$ cat src/rtl/nibble_serial_subtractor_if.sv
// Handshake/data bundle between the ALU sequencer and nibble_serial_subtractor.
//   start, a, b, b_in            : request and operands (sequencer -> subtractor)
//   busy, done                   : status (subtractor -> sequencer)
//   diff, b_out, zero, neg, ovf  : result and flags (subtractor -> sequencer)
// master = sequencer side, slave = subtractor side.
interface nibble_serial_subtractor_if #(
  parameter int WIDTH = 16
);
  logic             start;
  logic [WIDTH-1:0] a;
  logic [WIDTH-1:0] b;
  logic             b_in;
  logic             busy;
  logic             done;
  logic [WIDTH-1:0] diff;
  logic             b_out;
  logic             zero;
  logic             neg;
  logic             ovf;

  modport master (
    output start, a, b, b_in,
    input  busy, done, diff, b_out, zero, neg, ovf
  );

  modport slave (
    input  start, a, b, b_in,
    output busy, done, diff, b_out, zero, neg, ovf
  );
endinterface

$ cat src/rtl/nibble_serial_subtractor.sv
// Multi-cycle subtractor: diff = a - b - b_in (mod 2^WIDTH), one 4-bit slice
// per clock using a 4-bit carry-lookahead on (a, ~b) with a registered carry
// between slices.
// Ports:
//   clk  : clock, rising edge
//   rst  : asynchronous active-high reset
//   bus  : slave side of nibble_serial_subtractor_if
//          (start/a/b/b_in in; busy/done/diff/b_out/zero/neg/ovf out)
// Latency is N = WIDTH/4 clocks from the accepting edge; done pulses for the
// single DONE cycle and results hold until the next completion.
module nibble_serial_subtractor #(
  parameter int WIDTH = 16
) (
  input logic                     clk,
  input logic                     rst,
  nibble_serial_subtractor_if.slave bus
);
  localparam int N  = WIDTH / 4;
  localparam int KW = (N > 1) ? $clog2(N) : 1;

  typedef enum logic [1:0] {
    IDLE = 2'd0,
    RUN  = 2'd1,
    DONE = 2'd2
  } state_t;

  state_t           state_reg, state_next;
  logic [KW-1:0]    k_reg;
  logic             c_reg;
  // Operands shift right by one nibble per slice, so the current slice is
  // always in bits [3:0]; the sign bits are kept aside for the overflow test.
  logic [WIDTH-1:0] a_sh_reg, b_sh_reg;
  logic             a_msb_reg, b_msb_reg;
  // Result nibbles shift in from the top; after N slices slice 0 sits at [3:0].
  logic [WIDTH-1:0] work_reg;
  logic [WIDTH-1:0] diff_reg;
  logic             b_out_reg, zero_reg, neg_reg, ovf_reg;

  logic [3:0]       a_nib, nb_nib, p, g, sum;
  logic [4:0]       c;
  logic [WIDTH-1:0] work_next;
  logic             accept, last_slice;

  assign accept     = ((state_reg == IDLE) || (state_reg == DONE)) && bus.start;
  assign last_slice = (k_reg == KW'(N - 1));

  // Slice arithmetic: a_k + ~b_k + c with full lookahead carries.
  assign a_nib  = a_sh_reg[3:0];
  assign nb_nib = ~b_sh_reg[3:0];
  assign p      = a_nib ^ nb_nib;
  assign g      = a_nib & nb_nib;
  assign c[0]   = c_reg;
  assign c[1]   = g[0] | (p[0] & c[0]);
  assign c[2]   = g[1] | (p[1] & g[0]) | (p[1] & p[0] & c[0]);
  assign c[3]   = g[2] | (p[2] & g[1]) | (p[2] & p[1] & g[0])
                | (p[2] & p[1] & p[0] & c[0]);
  assign c[4]   = g[3] | (p[3] & g[2]) | (p[3] & p[2] & g[1])
                | (p[3] & p[2] & p[1] & g[0])
                | (p[3] & p[2] & p[1] & p[0] & c[0]);
  assign sum    = p ^ c[3:0];

  assign work_next = (work_reg >> 4) | (WIDTH'(sum) << (WIDTH - 4));

  always_comb begin
    state_next = state_reg;
    case (state_reg)
      IDLE:    if (bus.start) state_next = RUN;
      RUN:     if (last_slice) state_next = DONE;
      DONE:    state_next = bus.start ? RUN : IDLE;
      default: state_next = IDLE;
    endcase
  end

  always_ff @(posedge clk or posedge rst) begin
    if (rst) begin
      state_reg <= IDLE;
    end else begin
      state_reg <= state_next;
    end
  end

  always_ff @(posedge clk or posedge rst) begin
    if (rst) begin
      k_reg     <= '0;
      c_reg     <= 1'b0;
      a_sh_reg  <= '0;
      b_sh_reg  <= '0;
      a_msb_reg <= 1'b0;
      b_msb_reg <= 1'b0;
      work_reg  <= '0;
      diff_reg  <= '0;
      b_out_reg <= 1'b0;
      zero_reg  <= 1'b0;
      neg_reg   <= 1'b0;
      ovf_reg   <= 1'b0;
    end else if (accept) begin
      k_reg     <= '0;
      c_reg     <= ~bus.b_in;  // subtract as a + ~b + 1 - b_in
      a_sh_reg  <= bus.a;
      b_sh_reg  <= bus.b;
      a_msb_reg <= bus.a[WIDTH-1];
      b_msb_reg <= bus.b[WIDTH-1];
    end else if (state_reg == RUN) begin
      k_reg    <= k_reg + KW'(1);
      c_reg    <= c[4];
      a_sh_reg <= a_sh_reg >> 4;
      b_sh_reg <= b_sh_reg >> 4;
      work_reg <= work_next;
      if (last_slice) begin
        diff_reg  <= work_next;
        b_out_reg <= ~c[4];
        zero_reg  <= (work_next == '0);
        neg_reg   <= work_next[WIDTH-1];
        // Sign test uses a and b only; b_in does not enter it.
        ovf_reg   <= (a_msb_reg != b_msb_reg) && (work_next[WIDTH-1] != a_msb_reg);
      end
    end
  end

  assign bus.busy  = (state_reg == RUN);
  assign bus.done  = (state_reg == DONE);
  assign bus.diff  = diff_reg;
  assign bus.b_out = b_out_reg;
  assign bus.zero  = zero_reg;
  assign bus.neg   = neg_reg;
  assign bus.ovf   = ovf_reg;
endmodule

$ cat src/flat_wrapper.sv
// flat-port wrapper written by rule: the top's interface ports become plain ports
module nibble_serial_subtractor_flat 
#(
  parameter int WIDTH = 16
)
  (clk, rst, bus_start, bus_a, bus_b, bus_b_in, bus_busy, bus_done, bus_diff, bus_b_out, bus_zero, bus_neg, bus_ovf);
  nibble_serial_subtractor_if #(.WIDTH(WIDTH)) bus_i ();
  input logic clk;
  input logic rst;
  input wire logic [$bits(bus_i.start)-1:0] bus_start;
  input wire logic [$bits(bus_i.a)-1:0] bus_a;
  input wire logic [$bits(bus_i.b)-1:0] bus_b;
  input wire logic [$bits(bus_i.b_in)-1:0] bus_b_in;
  output wire logic [$bits(bus_i.busy)-1:0] bus_busy;
  output wire logic [$bits(bus_i.done)-1:0] bus_done;
  output wire logic [$bits(bus_i.diff)-1:0] bus_diff;
  output wire logic [$bits(bus_i.b_out)-1:0] bus_b_out;
  output wire logic [$bits(bus_i.zero)-1:0] bus_zero;
  output wire logic [$bits(bus_i.neg)-1:0] bus_neg;
  output wire logic [$bits(bus_i.ovf)-1:0] bus_ovf;
  assign bus_i.start = bus_start;
  assign bus_i.a = bus_a;
  assign bus_i.b = bus_b;
  assign bus_i.b_in = bus_b_in;
  assign bus_busy = bus_i.busy;
  assign bus_done = bus_i.done;
  assign bus_diff = bus_i.diff;
  assign bus_b_out = bus_i.b_out;
  assign bus_zero = bus_i.zero;
  assign bus_neg = bus_i.neg;
  assign bus_ovf = bus_i.ovf;
  nibble_serial_subtractor #(.WIDTH(WIDTH)) u_core (.clk(clk), .rst(rst), .bus(bus_i));
endmodule
$ cat config.mk
export PLATFORM = sky130hd
export DESIGN_NAME = nibble_serial_subtractor_flat
export DESIGN_NICKNAME = d
export VERILOG_FILES = /design/src/rtl/nibble_serial_subtractor_if.sv /design/src/rtl/nibble_serial_subtractor.sv /design/src/flat_wrapper.sv
export SDC_FILE = /design/constraint.sdc
export NUM_CORES = 1
export LEC_CHECK = 0
export ABC_AREA = 1
export CORE_AREA = 2 2 81 83
export CTS_CLUSTER_SIZE = 8
export DETAILED_ROUTE_END_ITERATION = 8
export DIE_AREA = 0 0 83 85
export HOLD_SLACK_MARGIN = 0.12
export PLACE_DENSITY = 0.77
export SYNTH_ARGS = -nofsm -noshare
export SYNTH_HDL_FRONTEND = slang
export SYNTH_SLANG_ARGS = --single-unit
$ cat constraint.sdc
create_clock -name clk -period 3.5 [get_ports clk]
set_input_delay 0.7 -clock clk [delete_from_list [all_inputs] [get_ports clk]]
set_output_delay 0.7 -clock clk [all_outputs]
set_load 0.005 [all_outputs]
==> results.md, run 1 <==
* Status: completed
* Final setup skew at around 0.0059 ns
* Comb power frac at 44.8%
* Synth cell count leaders: 84 x nand2_1, 70 x dfrtp_1, 49 x inv_1, 49 x o21ai_0, 12 x nor2_1
* Nets at approximately 430
* Post-synth top area share at 57.9%
* Placer congestion estimate at about 0.84
* Register area share after synthesis at 57.9%
* Hold Fails Final Rpt at 0
* Largest net degree at the start of global routing at 71
* Net Sw Frac at 39.3%
* Hold path endpoint: u_core.bus.diff[14]
* #FFs+latches synth at 70
* First-pass GRT wire length at 10600 µm
* Post-synthesis cell count at 334
* Cell Int Power at 2130 µW
* CP peak stage delay at 0.55 ns
* Area occupied by multi-input gates at 1000 µm²
* R2R Setup Slk at 1.55 ns
* Crit path launch type: flip-flop
* HP Start: u_core.bus.diff[14]
* Vias in the first global route at approximately 2300
* Antenna diode count at 0
* Synth unique cells at 24
* CP Capture Type: primary output
* Initial DRC Count at 99
* Initial Util at 48.8%
* Worst-path clk slew at 0.07 ns
* Critical path arrival at 1.58 ns
* NetSw at 1380 µW
* WHS Path Cells at 2
* Cts hold-fix bufs at 0
* Fillers at 545
* Maximum VDD drop at 0.379 mV
* Reg power frac at between 30% and 40%
* Top cells by area, synth: dfrtp_1 58%, nand2_1 10%, o21ai_0 8.1%, inv_1 6.1%, o221ai_1 2.6%
* CTS H-tree depth at 3
* Total Neg Setup Slack at 0 ns
* Syn. warnings at 0
* Crit Path Max Fanout at 9
* Max Slew Vio Count at 0
* Placed cells at ~460
* Hold_ws at approximately 0.49 ns
* Clock Latency Late Sink at approximately 0.34 ns
* CORE AREA at just over 6000 µm²
* IO buf count at 57
* Final Critical Period at 2.28 ns
* Slowest CP cell: clkdlybuf4s50_1
* Total die area at 7060 µm²
* DRC violations left at 0
* Fin crit share at 65.2%
* Via density at 5.06
* RSZ-0062 raised after global routing: false
* Post-Syn Area at between 3000 and 4000 µm²
* Antenna violations before repair at 0
* DRT Pass-1 Iters at 4
* WL final at 6170 µm
* Most frequent cell after synthesis: nand2_1
* Ports at 58
* Worst r2r path cells at 6
* Mean post-synth cell area at roughly 9 µm²
* CP top delay family: buffers and inverters
* CTS Buffer Depth at 2
* Critical Path, Cell by Cell: nor2_4 -> clkdlybuf4s50_1
* Antenna-violating nets left at 0
* Total CTS buffers at 9
* R2R Path End: u_core.a_sh_reg[10]
* # setup viols final at 0
* Register area at 1750 µm²
* Routed WL per cell at 13.1 µm
* Post-synth EDFFs at 0
* Part of the power in the clock network at approximately 16%
* Cell area power density at between 900 and 1000 nW/µm²
* Synthesis-to-finish area growth at 26.0%
* Overall power at 3500 µW
* Hold WC Path Type: reg2reg
* Post-CTS Setup Inserts at 0
* Post-synth top flop: dfrtp_1
* Clock sinks at 70
* Post-Layout Cell Count at 470
* CTS tree: yes
* WP buf/inv at 1
* Via Count at around 2400
* Post-synth top area cell: dfrtp_1
* Die height at approximately 85 µm
* RR Startpoint: u_core.state_reg[1]
* CP Class: reg2out
* Global route overflow at 0
* Half-perimeter wire length after detailed placement at 4330 µm
* Req. time, crit path at 2.80 ns
* Clk root buf: clkbuf_8
* Synth async-reset ratio at 100%
* Rows at 29
* Fin util at 61.5%
* Max_cap viols at 0
* Syn_nets at 376
* Worst-Margin Slew at 0.757 ns
* Fmax at 438 MHz
* Share of layout cells above drive strength 1 at 5.60%
* Slew headroom at 49.5%
* Lkg Pwr at 0.00181 µW
* CTS resizes at 0
* Die Width at 83 µm
* Gr usage total at 19.0%
-- worst max-delay path by stage --
stage,startpoint,to,cells after the start,slack (ns)
after floorplan,rst,u_core.a_msb_reg,1,1.03
after global placement,bus_start,u_core.a_sh_reg[8],6,1.15
after detailed placement,bus_start,u_core.a_sh_reg[10],6,1.07
after CTS,u_core.state_reg[1],bus_busy,2,1.18
after global routing,u_core.state_reg[1],bus_busy,2,1.15
final,u_core.state_reg[1],bus_busy,2,1.22
-- logic make-up after synthesis --
family                   count (synthesis)  share of synthesized area (%)
XOR/XNOR                                 1                          0.289
buffers and inverters                   67                           9.05
AO/OA/AOI/OAI                           80                           15.3
adder cells (fa/ha/maj)                  6                           2.73
AND/OR/NAND/NOR                        110                           14.8
flip-flops                              70                           57.9
-- area by class of cell --
class | count | area share (%)
clock inverters | 1 | 0.131
well taps | 77 | 2.53
flip-flops and latches | 70 | 45.9
clock buffers | 14 | 4.26
multi-input cells | 197 | 26.3
repair buffers | 60 | 15.9
inverters | 51 | 5.02
-- routing by layer --
metal	track usage [%]	share of wire, %	vias up
li1	-	-	1187
met1	24.5	47	1100
met2	30.5	46	82
met3	6.03	5.9	10
met4	7.00	1.5	0
met5	0	0	-
-- power groups by stage --
stage                     registers (µW)  logic [µW]  clock network [µW]
after floorplan                     1340        1090                   0
after CTS                           1360        1580                 589
after detailed placement            1380        1580                   0
after global routing                1400        1810                 624
after global placement              1360        1510                   0
final                               1360        1570                 570
-- per-stage QoR --
| step | worst slack, ns | instance area [µm²] |
|---|---|---|
| 2_1_floorplan | 1.03 | 3030 |
| 4_1_cts | 1.18 | 3810 |
| 6_report | 1.22 | 3810 |
| 3_5_place_dp | 1.07 | 3650 |
| 3_3_place_gp | 1.15 | 3650 |
| 5_1_grt | 1.15 | 3810 |
-- layout by cell type (no fill, tap or decap), types with 2 or more instances in the layout --
cell type         n
nand2_1          84
dfrtp_1          70
clkdlybuf4s50_1  57
o21ai_0          49
inv_1            48
nor2_1           12
clkbuf_8         11
o221ai_1          9
a21oi_1           8
nand3_1           8
o211ai_1          7
o22ai_1           6
ha_1              5
inv_2             3
clkbuf_1          3
nand4_1           2
buf_4             2
-- tightest hold or removal path: cells and delay by family, from the launching register on --
family | cells | cell delay [ns]
DFF | 1 | 0.35
and+or+nand+nor | 2 | 0.10
Note: power is estimated with default switching activity, not from simulation.
==> run 2: changes to the inputs <==
==> constraint.sdc (replaced) <==
create_clock -name clk -period 2.37 [get_ports clk]
set_input_delay 0.474 -clock clk [delete_from_list [all_inputs] [get_ports clk]]
set_output_delay 0.474 -clock clk [all_outputs]
set_load 0.005 [all_outputs]
==> run 2 against run 1 <==
Compared with the run above: largest cell class unchanged; sequential share of layout area fell by 0.31 points; global-route usage decreased by 0.49 points; critical endpoint unchanged; routed wire length decreased by 2.8%; hold slack worse by 0.0012 ns; via count is 2.1% higher; first-iteration DRC count rose by 48%; flip-flop and latch count stayed put; clock-buffer cell count shrank 1; combinational power is 48% higher; worst setup slack got worse by 0.91 ns.
==> results.md, run 2 (synthesis gave the netlist of run 1 again) <==
* Crit path from: u_core.state_reg[1]
* Via density at 5.15 (+1.7%)
* Max_cap viols at 0 (unchanged)
* Commonest cells after routing, fill and taps aside: 84 x nand2_1, 70 x dfrtp_1, 57 x clkdlybuf4s50_1
* Worst-path clk slew at 0.07 ns (about the same)
* Placer congestion estimate at 0.799 (-4.7%)
* Cts hold-fix bufs at 0 (unchanged)
* Worst-Margin Slew at 0.393 ns (-0.364 ns)
* CTS tree: yes
* Fillers at 537 (-1.5%)
* Share of layout cells above drive strength 1 at 6.58% (+0.98 points)
* IO buf count at 57 (unchanged)
* Max Slew Vio Count at 0 (unchanged)
* Slowest CP cell: clkdlybuf4s50_1
* WP buf/inv at 1 (unchanged)
* DRT Pass-1 Iters at 5 (+1)
* Nets at 432 (+0.23%)
* Antenna diode count at 0 (unchanged)
* Ports at 58 (unchanged)
* CP Class: reg2out
* Via Count at 2430 (+2.1%)
* Req. time, crit path at 1.90 ns (-0.90 ns)
* CTS resizes at 0 (unchanged)
* Rows at 29 (unchanged)
* Maximum VDD drop at 0.674 mV (+78%)
* Total Neg Setup Slack at 0 ns (unchanged)
* Clock sinks at 70 (unchanged)
* Status: completed
* Vias in the first global route at 2360 (+2.5%)
* Critical path arrival at 1.58 ns (about the same)
* Post-Layout Cell Count at 472 (+0.43%)
* Total CTS buffers at 9 (unchanged)
* Initial DRC Count at 147 (+48%)
* Half-perimeter wire length after detailed placement at 4250 µm (-1.9%)
* First-pass GRT wire length at 10500 µm (-0.65%)
* Antenna-violating nets left at 0 (unchanged)
* Initial Util at 48.8% (unchanged)
* CTS H-tree depth at 3 (unchanged)
* Antenna violations before repair at 0 (unchanged)
* CP peak stage delay at 0.56 ns (about the same)
* Final Critical Period at 2.06 ns
* Register area at 1750 µm² (unchanged)
* WL final at 6000 µm (-2.8%)
* CORE AREA at 6200 µm² (unchanged)
* CP Capture Type: primary output
* Clk root buf: clkbuf_8
* Post-CTS Setup Inserts at 0 (unchanged)
* Total die area at 7060 µm² (unchanged)
* Fin util at 61.9% (+0.42 points)
* HP Start: u_core.bus.diff[11]
* RR Startpoint: u_core.state_reg[1]
* Commonest non-fill, non-tap cell in the layout: nand2_1
* Final setup skew at 0.00836 ns (+0.00248 ns)
* Worst setup margin at 0.312 ns (-0.906 ns)
* Routed WL per cell at 12.7 µm (-3.2%)
* Clock Latency Late Sink at 0.34 ns (about the same)
* CP top delay family: buffers and inverters
* CTS Buffer Depth at 2 (unchanged)
* Die Width at 83 µm (unchanged)
* Largest net degree at the start of global routing at 71 (unchanged)
* Critical Path, Cell by Cell: nor2_4 -> clkdlybuf4s50_1
* Hold WC Path Type: reg2reg
* Fmax at 486 MHz
* Crit path launch type: flip-flop
* Fin crit share at 86.8%
* Placed cells at 456 (+0.22%)
* RSZ-0062 raised after global routing: false
* Area occupied by multi-input gates at 1000 µm² (unchanged)
* Hold Fails Final Rpt at 0 (unchanged)
* Die height at 85 µm (unchanged)
* DRC violations left at 0 (unchanged)
* Crit Path Max Fanout at 7 (-2)
* Synthesis-to-finish area growth at 26.9%
* Lkg Pwr at 0.00182 µW (+0.78%)
* Hold_ws at 0.485 ns (-0.00121 ns)
* Cell area power density at 1360 nW/µm² (+48%)
* # setup viols final at 0 (unchanged)
* Slew headroom at 73.8% (+24 points)
* Dpl ws at 0.423 ns (-0.651 ns)
* Global route overflow at 0 (unchanged)
* Gr usage total at 18.5% (-0.49 points)
-- run 2: cell types whose count changed in the layout (fill, tap and decap cells not counted), sizes merged --
cell	delta
clkbuf	-1
clkinvlp	+1
buf	+1
clkinv	+1
-- run 2: layer usage --
| layer | global-route usage [%] | wire length (µm) | vias to the layer above |
|---|---|---|---|
| li1 | - | - | 1196 |
| met1 | 24.0 | 2680 | 1140 |
| met2 | 29.6 | 2810 | 79 |
| met3 | 3.89 | 334 | 15 |
| met4 | 9.84 | 172 | 0 |
| met5 | 0 | 0 | - |
-- run 2: per-stage QoR --
stage          cell area [µm²]  total power, µW
4_1_cts                   3840             5260
2_1_floorplan             3030             3590
3_5_place_dp              3650             4360
3_3_place_gp              3650             4240
6_report                  3840             5210
5_1_grt                   3840             5700
-- run 2: final cells by class --
type	count	share of cell area (%)
Timing Repair Buffer	61	16.0
Tap cell	77	2.51
Multi-Input combinational cell	197	26.1
Clock buffer	13	4.40
Inverter	51	4.98
Sequential cell	70	45.6
Clock inverter	3	0.456
-- run 2: worst reg2reg max path: cells and delay by family (launching register included) --
kind,cells,cell delay (ns)
AND/OR/NAND/NOR,2,0.41
buffers and inverters,2,0.53
flip-flops,1,0.41
AO/OA/AOI/OAI,2,0.28
-- run 2: power by group --
| part | internal (µW) | switching [µW] | total (µW) |
|---|---|---|---|
| clock | 463 | 418 | 880 |
| sequential | 1750 | 258 | 2010 |
| combinational | 965 | 1350 | 2320 |
| total | 3180 | 2030 | 5210 |
-- run 2: worst paths after layout --
kind                                             to  slack [ns]  cells after the start
max in group asynchronous       u_core.bus.diff[13]        1.55                      3
worst min register to register  u_core.bus.diff[11]        0.48                      2
worst max-delay path                       bus_busy        0.31                      2
worst max register to register   u_core.a_sh_reg[8]        0.66                      6
worst min-delay path            u_core.bus.diff[11]        0.48                      2
min in group asynchronous       u_core.work_reg[10]        0.53                      3
==> run 3: changes to the inputs <==
--- a/config.mk
+++ b/config.mk
@@ -6,12 +6,12 @@
 export NUM_CORES = 1
 export LEC_CHECK = 0
 export ABC_AREA = 1
-export CORE_AREA = 2 2 81 83
+export CORE_AREA = 2 2 114 116
 export CTS_CLUSTER_SIZE = 8
 export DETAILED_ROUTE_END_ITERATION = 8
-export DIE_AREA = 0 0 83 85
+export DIE_AREA = 0 0 116 118
 export HOLD_SLACK_MARGIN = 0.12
-export PLACE_DENSITY = 0.77
+export PLACE_DENSITY = 0.45
 export SYNTH_ARGS = -nofsm -noshare
 export SYNTH_HDL_FRONTEND = slang
 export SYNTH_SLANG_ARGS = --single-unit
==> run 3 against run 2 <==
Compared with the run above: combinational power grew 3%; flip-flop and latch count is the same; utilization is 29 points lower; critical endpoint unchanged; largest cell class unchanged; highest routed layer unchanged.
==> results.md, run 3 (synthesis gave the netlist of run 1 again) <==
* Area after DPL at 3810 µm² (+4.2%)
* Clk root buf: clkbuf_16
* Cell area power density at 1390 nW/µm² (+2.9%)
* Final design area excluding fillers at 4100 µm² (+6.7%)
* Worst-Margin Slew at 0.380 ns (-0.0129 ns)
* Post-Layout Cell Count at 570 (+21%)
* # setup viols final at 0 (unchanged)
* Critical path arrival at 1.61 ns (+0.03 ns)
* Post-CTS Setup Inserts at 0 (unchanged)
* Global route overflow at 0 (unchanged)
* Antenna diode count at 0 (unchanged)
* Fin crit share at 87.9% (+1.1 points)
* Vias in the first global route at 2397 (+1.6%)
* Nets at 435 (+0.69%)
* DRC violations left at 0 (unchanged)
* Req. time, crit path at 1.90 ns (about the same)
* Ports at 58 (unchanged)
* Antenna-violating nets left at 0 (unchanged)
* Via Count at 2373 (-2.3%)
* Cts hold-fix bufs at 0 (unchanged)
* Placer congestion estimate at 0.705 (-12%)
* Total die area at 13700 µm² (+94%)
* CTS H-tree depth at 3 (unchanged)
* IO buf count at 57 (unchanged)
* Maximum VDD drop at 0.483 mV (-28%)
* CORE AREA at 12400 µm² (+100%)
* Max_cap viols at 0 (unchanged)
* Crit path launch type: flip-flop
* Fin util at 33.0% (-29 points)
* Hold Fails Final Rpt at 0 (unchanged)
* Via density at 4.16 (-19%)
* Clock Latency Late Sink at 0.33 ns (about the same)
* First-pass GRT wire length at 11700 µm (+12%)
* RSZ-0062 raised after global routing: false
* Rows at 41 (+41%)
* Lkg Pwr at 0.00188 µW (+3.2%)
* Slew headroom at 74.7% (+0.90 points)
* Antenna violations before repair at 0 (unchanged)
* Largest net degree at the start of global routing at 71 (unchanged)
* Total CTS buffers at 9 (unchanged)
* CP Capture Type: primary output
* CTS tree: yes
* DRT Pass-1 Iters at 4 (-1)
* Commonest cells after routing, fill and taps aside: 84 x nand2_1, 70 x dfrtp_1, 57 x clkdlybuf4s50_1
* Final Critical Period at 2.08 ns (+0.0261 ns)
* Status: completed
* Total Neg Setup Slack at 0 ns (unchanged)
* Overall power at 5720 µW (+9.8%)
* Placed cells at 554 (+21%)
* CTS Buffer Depth at 2 (unchanged)
* Half-perimeter wire length after detailed placement at 4870 µm (+15%)
* Die height at 118 µm (+39%)
* WL final at 6870 µm (+15%)
* CTS resizes at 0 (unchanged)
* Die Width at 116 µm (+40%)
* Max Slew Vio Count at 0 (unchanged)
* Clock sinks at 70 (unchanged)
* Initial Util at 24.4% (-24 points)
* Commonest non-fill, non-tap cell in the layout: nand2_1
* Crit Path Max Fanout at 10 (+3)
* Share of layout cells above drive strength 1 at 7.29% (+0.70 points)
* Fmax at 480 MHz (-1.3%)
* Final setup skew at 0.00641 ns (-0.00195 ns)
* Routed WL per cell at 12.1 µm (-5.1%)
* Worst-path clk slew at 0.06 ns (about the same)
* Gr usage total at 10.8% (-7.7 points)
* Initial DRC Count at 113 (-23%)
* CP Class: reg2out
* Synthesis-to-finish area growth at 35.4%
* Hold WC Path Type: reg2reg
## run 3: cell type report
cell class              count  area (µm²)
clock inverters             6        62.6
flip-flops and latches     70        1750
inverters                  51         191
well taps                 172         215
fillers                  1317        8310
repair buffers             64         648
clock buffers              10         229
multi-input cells         197        1000
## run 3: path summary, 6_finish.rpt
kind                                startpoint                   to  slack, ns  cells after the start
max in group asynchronous                  rst   u_core.a_sh_reg[7]       1.52                      3
hold reg to reg             u_core.bus.diff[2]   u_core.bus.diff[2]       0.48                      2
setup / recovery           u_core.state_reg[1]             bus_busy       0.29                      2
hold / removal              u_core.bus.diff[2]   u_core.bus.diff[2]       0.48                      2
setup reg to reg            u_core.b_sh_reg[1]         u_core.c_reg       0.68                     10
min in group asynchronous                  rst  u_core.b_sh_reg[14]       0.55                      3
## run 3: per-stage QoR
stage	hold slack (ns)	worst slack (ns)
after global routing	0.503	0.218
after floorplan	0.450	0.128
after global placement	0.458	0.517
after CTS	0.479	0.249
final	0.476	0.286
after detailed placement	0.465	0.476
## run 3: critical path, stage by stage (launching register included)
cell and delay, ns:
dfrtp_1 0.40, nor2_4 0.31, clkdlybuf4s50_1 0.57
## run 3: layer usage
layer	GRT usage (%)	share of wire [%]
met1	14.7	49
met2	16.9	46
met3	2.68	4.0
met4	3.35	1.0
met5	0	0
## run 3: where the power goes
| part | internal, µW | total (µW) | switching, µW |
|---|---|---|---|
| Sequential | 1750 | 2000 | 245 |
| Clock | 811 | 1320 | 508 |
| Combinational | 1020 | 2400 | 1380 |
